<file path="config.mk">
export PLATFORM = sky130hd
export DESIGN_NAME = div_pipe
export DESIGN_NICKNAME = d
export VERILOG_FILES = /design/src/rtl/div_pipe.sv
export SDC_FILE = /design/constraint.sdc
export NUM_CORES = 2
export LEC_CHECK = 0
export ABC_AREA = 0
export BUFFER_PORTS_ARGS = -buffer_cell sky130_fd_sc_hd__buf_2
export CAP_MARGIN = 20
export CORE_AREA = 10 10 331 365
export DETAILED_ROUTE_END_ITERATION = 16
export DIE_AREA = 0 0 341 375
export PLACE_DENSITY = 0.82
export RECOVER_POWER = 50
export SETUP_SLACK_MARGIN = 0.2
export SYNTH_ARGS = -nofsm -noshare
export SYNTH_HDL_FRONTEND = slang
export SYNTH_SLANG_ARGS = --single-unit
</file>
<file path="constraint.sdc">
create_clock -name clk -period 60.7 [get_ports clk]
set_input_delay 6.07 -clock clk [delete_from_list [all_inputs] [get_ports clk]]
set_output_delay 6.07 -clock clk [all_outputs]
set_load 0.02 [all_outputs]
</file>
<file path="src/rtl/div_pipe.sv">
// rtl/div_pipe.sv - pipelined unsigned fixed-point divider o = floor(a*2^O_F_W / b)
module div_pipe #(
    parameter int A_W   = 20,
    parameter int B_W   = 22,
    parameter int O_I_W = 0,
    parameter int O_F_W = 32,
    parameter int BPS   = 2,
    parameter int TAG_W = 1,
    parameter int O_W   = O_I_W + O_F_W
) (
    input  logic             clk,
    input  logic             rst,
    input  logic             ce,
    input  logic             in_valid,
    input  logic [A_W-1:0]   a,
    input  logic [B_W-1:0]   b,
    input  logic [TAG_W-1:0] in_tag,
    output logic             out_valid,
    output logic [O_W-1:0]   o,
    output logic [TAG_W-1:0] out_tag,
    output logic             dz,
    output logic             ovf
);

    localparam int N  = O_W / BPS;
    // Compare width wide enough to hold both a and b*2^O_I_W without truncation
    localparam int CW = ((A_W > B_W + O_I_W) ? A_W : B_W + O_I_W) + 1;
    // Conceptual dividend a*2^O_F_W, consumed one bit per quotient bit
    localparam int DW = A_W + O_F_W;

    // Resolve BPS quotient bits (MSB first) starting at pipeline step s.
    // The remainder is kept below b, so one guard bit suffices for the compare.
    function automatic logic [B_W+O_W-1:0] step(
        input logic [B_W-1:0] rem_i,
        input logic [O_W-1:0] q_i,
        input logic [A_W-1:0] a_i,
        input logic [B_W-1:0] b_i,
        input int             s
    );
        logic [DW-1:0]  d_ext;
        logic [B_W:0]   t;
        logic [B_W-1:0] rem;
        logic [O_W-1:0] q;
        logic           ge;
        d_ext = DW'(a_i) << O_F_W;
        rem   = rem_i;
        q     = q_i;
        t     = '0;
        ge    = 1'b0;
        for (int j = 0; j < BPS; j++) begin
            t   = {rem, |(d_ext & (DW'(1) << (O_W - 1 - s * BPS - j)))};
            ge  = (t >= {1'b0, b_i});
            if (ge) begin
                t = t - {1'b0, b_i};
            end
            rem = t[B_W-1:0];
            q   = {q[O_W-2:0], ge};
        end
        return {rem, q};
    endfunction

    logic [CW-1:0] a_ext;
    logic [CW-1:0] b_sh;
    logic          pre_dz;
    logic          pre_ovf;

    // Divide-by-zero and overflow are decided up front on the raw operands
    always_comb begin
        a_ext   = CW'(a);
        b_sh    = CW'(b) << O_I_W;
        pre_dz  = (b == '0);
        pre_ovf = !pre_dz && (a_ext >= b_sh);
    end

    for (genvar s = 0; s < N; s++) begin : g_st
        logic             v;
        logic [A_W-1:0]   a_r;
        logic [B_W-1:0]   b_r;
        logic [TAG_W-1:0] tag_r;
        logic             dz_r;
        logic             ovf_r;
        logic [B_W-1:0]   rem_r;
        logic [O_W-1:0]   q_r;

        if (s == 0) begin : g_ld
            // Pre stage: capture operands; remainder starts at the integer-aligned dividend
            always_ff @(posedge clk) begin
                if (rst) begin
                    v <= 1'b0;
                end else if (ce) begin
                    v     <= in_valid;
                    a_r   <= a;
                    b_r   <= b;
                    tag_r <= in_tag;
                    dz_r  <= pre_dz;
                    ovf_r <= pre_ovf;
                    rem_r <= B_W'(a >> O_I_W);
                    q_r   <= '0;
                end
            end
        end else begin : g_ld
            // Division stage: retire BPS quotient bits from the previous stage's state
            always_ff @(posedge clk) begin
                if (rst) begin
                    v <= 1'b0;
                end else if (ce) begin
                    v            <= g_st[s-1].v;
                    a_r          <= g_st[s-1].a_r;
                    b_r          <= g_st[s-1].b_r;
                    tag_r        <= g_st[s-1].tag_r;
                    dz_r         <= g_st[s-1].dz_r;
                    ovf_r        <= g_st[s-1].ovf_r;
                    {rem_r, q_r} <= step(g_st[s-1].rem_r, g_st[s-1].q_r,
                                         g_st[s-1].a_r, g_st[s-1].b_r, s - 1);
                end
            end
        end
    end

    // Output register: final step, saturation, and hold of the last result across bubbles
    always_ff @(posedge clk) begin
        if (rst) begin
            out_valid <= 1'b0;
            o         <= '0;
            out_tag   <= '0;
            dz        <= 1'b0;
            ovf       <= 1'b0;
        end else if (ce) begin
            out_valid <= g_st[N-1].v;
            if (g_st[N-1].v) begin
                out_tag <= g_st[N-1].tag_r;
                dz      <= g_st[N-1].dz_r;
                ovf     <= g_st[N-1].ovf_r;
                if (g_st[N-1].dz_r || g_st[N-1].ovf_r) begin
                    o <= '1;
                end else begin
                    o <= O_W'(step(g_st[N-1].rem_r, g_st[N-1].q_r,
                                   g_st[N-1].a_r, g_st[N-1].b_r, N - 1));
                end
            end
        end
    end

endmodule

</file>
==> impl_metrics.env <==
export IMPL_area_sequential_sq_um=30800
export IMPL_grt_max_degree=202
export IMPL_cap_violations=12
export IMPL_n_antenna_cell=0
export IMPL_pin_count=83
export IMPL_tightest_slew_ps=3660
export IMPL_first_pass_iters=7
export IMPL_timing_rr_start="g_st[1].b_r[1]"
export IMPL_final_cell_mix="edfxtp_1 (990), ha_1 (707), nor2_1 (559), a21oi_1 (553), inv_1 (548)"
export IMPL_startpoint="rst"
export IMPL_fmax_ghz=0.0788
export IMPL_synth_edf_count=990
export IMPL_nets=7959
export IMPL_portBuffers=82
export IMPL_max_slew_margin_pct=-144
export IMPL_drive_gt1_share_pct=8.35
export IMPL_netlist_instances=7091
export IMPL_gp_congestion=0.949
export IMPL_crit_type="input pin to register"
export IMPL_path_clk_slew_ps=70
export IMPL_via_per_inst=6.25
export IMPL_cp_arrival_ps=13040
export IMPL_drtIter0Drc=4817
export IMPL_via_count=55000
export IMPL_area_growth_pct=7.36
export IMPL_synthDistinctLibCells=102
export IMPL_antenna_left=0
export IMPL_die_x_microns=341
export IMPL_cts_max_path_buffers=3
export IMPL_syn_nets=7861
export IMPL_drt_wl_total_mm=170
export IMPL_wl_per_cell_microns=19.3
export IMPL_final_common_cell="edfxtp_1"
export IMPL_post_route_min_period_ps=12700
export IMPL_cts_tree="done"
export IMPL_finalSetupTns_ps=0
export IMPL_fillCellCount=8601
export IMPL_cts_setup_buffers=0
export IMPL_synth_avg_cell_area_sq_um=10.3
export IMPL_async_reset_ff_share_pct=0
export IMPL_core_sq_um=113000
export IMPL_cts_buffers=105
export IMPL_core_rowCount=130
export IMPL_synth_top_area_cell="edfxtp_1"
export IMPL_hp_class="register to register"
export IMPL_yosysSeqAreaShare_pct=42.2
export IMPL_dieArea_sq_um=128000
export IMPL_rsz0062_at_grt="no"
export IMPL_synthesis_area_sq_um=72900
export IMPL_hold_depth=0
export IMPL_cp_start_kind="input pin"
export IMPL_synthFlopType="edfxtp_1"
export IMPL_die_y_microns=375
export IMPL_crit_fanout=91
export IMPL_violations="capacitance limit, slew limit"
export IMPL_grt_overflow_total=0
export IMPL_synth_top_cell_area_share_pct=40.8
export IMPL_antenna_found_initial=3
export IMPL_end_kind="register"
export IMPL_cts_max_level=3
export IMPL_finalSetupViolCount=0
export IMPL_skew_ps=22.2
export IMPL_critPathRequiredTime_ps=61040
export IMPL_initial_core_util_pct=64.3
export IMPL_cts_root_buf="clkbuf_16"
export IMPL_grt_pass1_vias=53300
export IMPL_dp_final_hpwl_mm=130
export IMPL_finalHoldViolations=0
export IMPL_clk_latency_ps=740
export IMPL_track_usage_pct=25.9
export IMPL_finalCritPeriodShare_pct=20.9
export IMPL_synth_area_leaders="edfxtp_1 (41%), ha_1 (12%), mux2_2 (5.1%)"
export IMPL_drc=0
export IMPL_drv_slew=460
export IMPL_cts_sinks=1042
export IMPL_outcome="finished, violations left"
export IMPL_hp_start="g_st[8].q_r[7]"
export IMPL_ctsHoldBuffers=0
export IMPL_multiInputGateArea_sq_um=39500
export IMPL_rr_worst_depth=22
export IMPL_grt_pass1_wl_mm=273
export IMPL_yosys_warnings=0
export IMPL_cts_resized=0
export IMPL_ys_seq_elements=1042
[critical path: stages]
cell      delay (ps)
buf_2            100
clkbuf_1         970
nor2b_4          340
clkbuf_1        2600
buf_4            900
buf_4            930
buf_4            950
[state kept, by name (all words and copies together) (netlist names)]
name / cells
ovf: 1
dz: 1
o: 32
g_st.dz_r: 16
g_st.b_r: 352
out_valid: 1
g_st.rem_r: 350
g_st.q_r: 240
g_st.tag_r: 16
out_tag: 1
g_st.ovf_r: 16
g_st.v: 16
[synth_stat cells (all sizes together) (39+ instances only)]
library cell and instances:
nand4 87, nor3 165, and3 39, o21bai 85, o31a 41, buf 49, a31oi 79, o21a 111
inv 548, nor2b 101, a21o 251, nor2 559, clkbuf 79, o21ai 432, ha 707, nand2b 93
and2 42, a21oi 555, or3 47, mux2 361, edfxtp 990, dfxtp 52, xor2 167, xnor2 356
a211oi 61, nand3 128, o31ai 51, nand2 392
[cell type report]
type | instances | area share, %
Clock buffer | 121 | 3.51
Sequential cell | 1042 | 39.3
Inverter | 548 | 2.63
Tap cell | 1518 | 2.43
Multi-Input combinational cell | 5373 | 50.4
Timing Repair Buffer | 119 | 0.718
Clock inverter | 75 | 0.985
[through the flow]
| step | hold slack (ps) | instance area (sq um) | setup WS [ps] | utilization [%] | std cells |
|---|---|---|---|---|---|
| floorplan | 400 | 72900 | 8030 | - | 7091 |
| global placement | 401 | 75000 | 50260 | 66.2 | 8599 |
| detailed placement | 405 | 75000 | 50180 | 66.2 | 8599 |
| CTS | 403 | 78600 | 50950 | 69.3 | 8795 |
| global route | 411 | 78300 | 47320 | 69.0 | 8796 |
| finish | 407 | 78300 | 48000 | 69.0 | 8796 |
[metal layers]
layer | global-route usage, % | vias to the layer above | part of all wire [%]
met3 | 3.59 | 437 | 5.7
li1 | - | 26700 | -
met5 | 0 | - | 0.015
met4 | 11.4 | 4 | 4.5
met2 | 44.1 | 1738 | 48
met1 | 32.7 | 26200 | 42
[kinds of logic after synthesis]
kind of cell,share of synthesized area (%)
AO/OA/AOI/OAI,17.4
XOR/XNOR,6.28
multiplexers,6.15
flip-flops,42.2
AND/OR/NAND/NOR,11.8
buffers and inverters,3.62
adder cells (fa/ha/maj),12.6
[path summary, 6_finish.rpt]
check | end | slack (ps)
max | g_st[8].rem_r[13] | 48000
min | g_st[9].q_r[9] | 410
max reg2reg | g_st[2].q_r[0] | 51420
min reg2reg | g_st[9].q_r[9] | 410
Power is not shown: default switching activity piles up to over one toggle a cycle in this logic, so the estimate is an artifact.
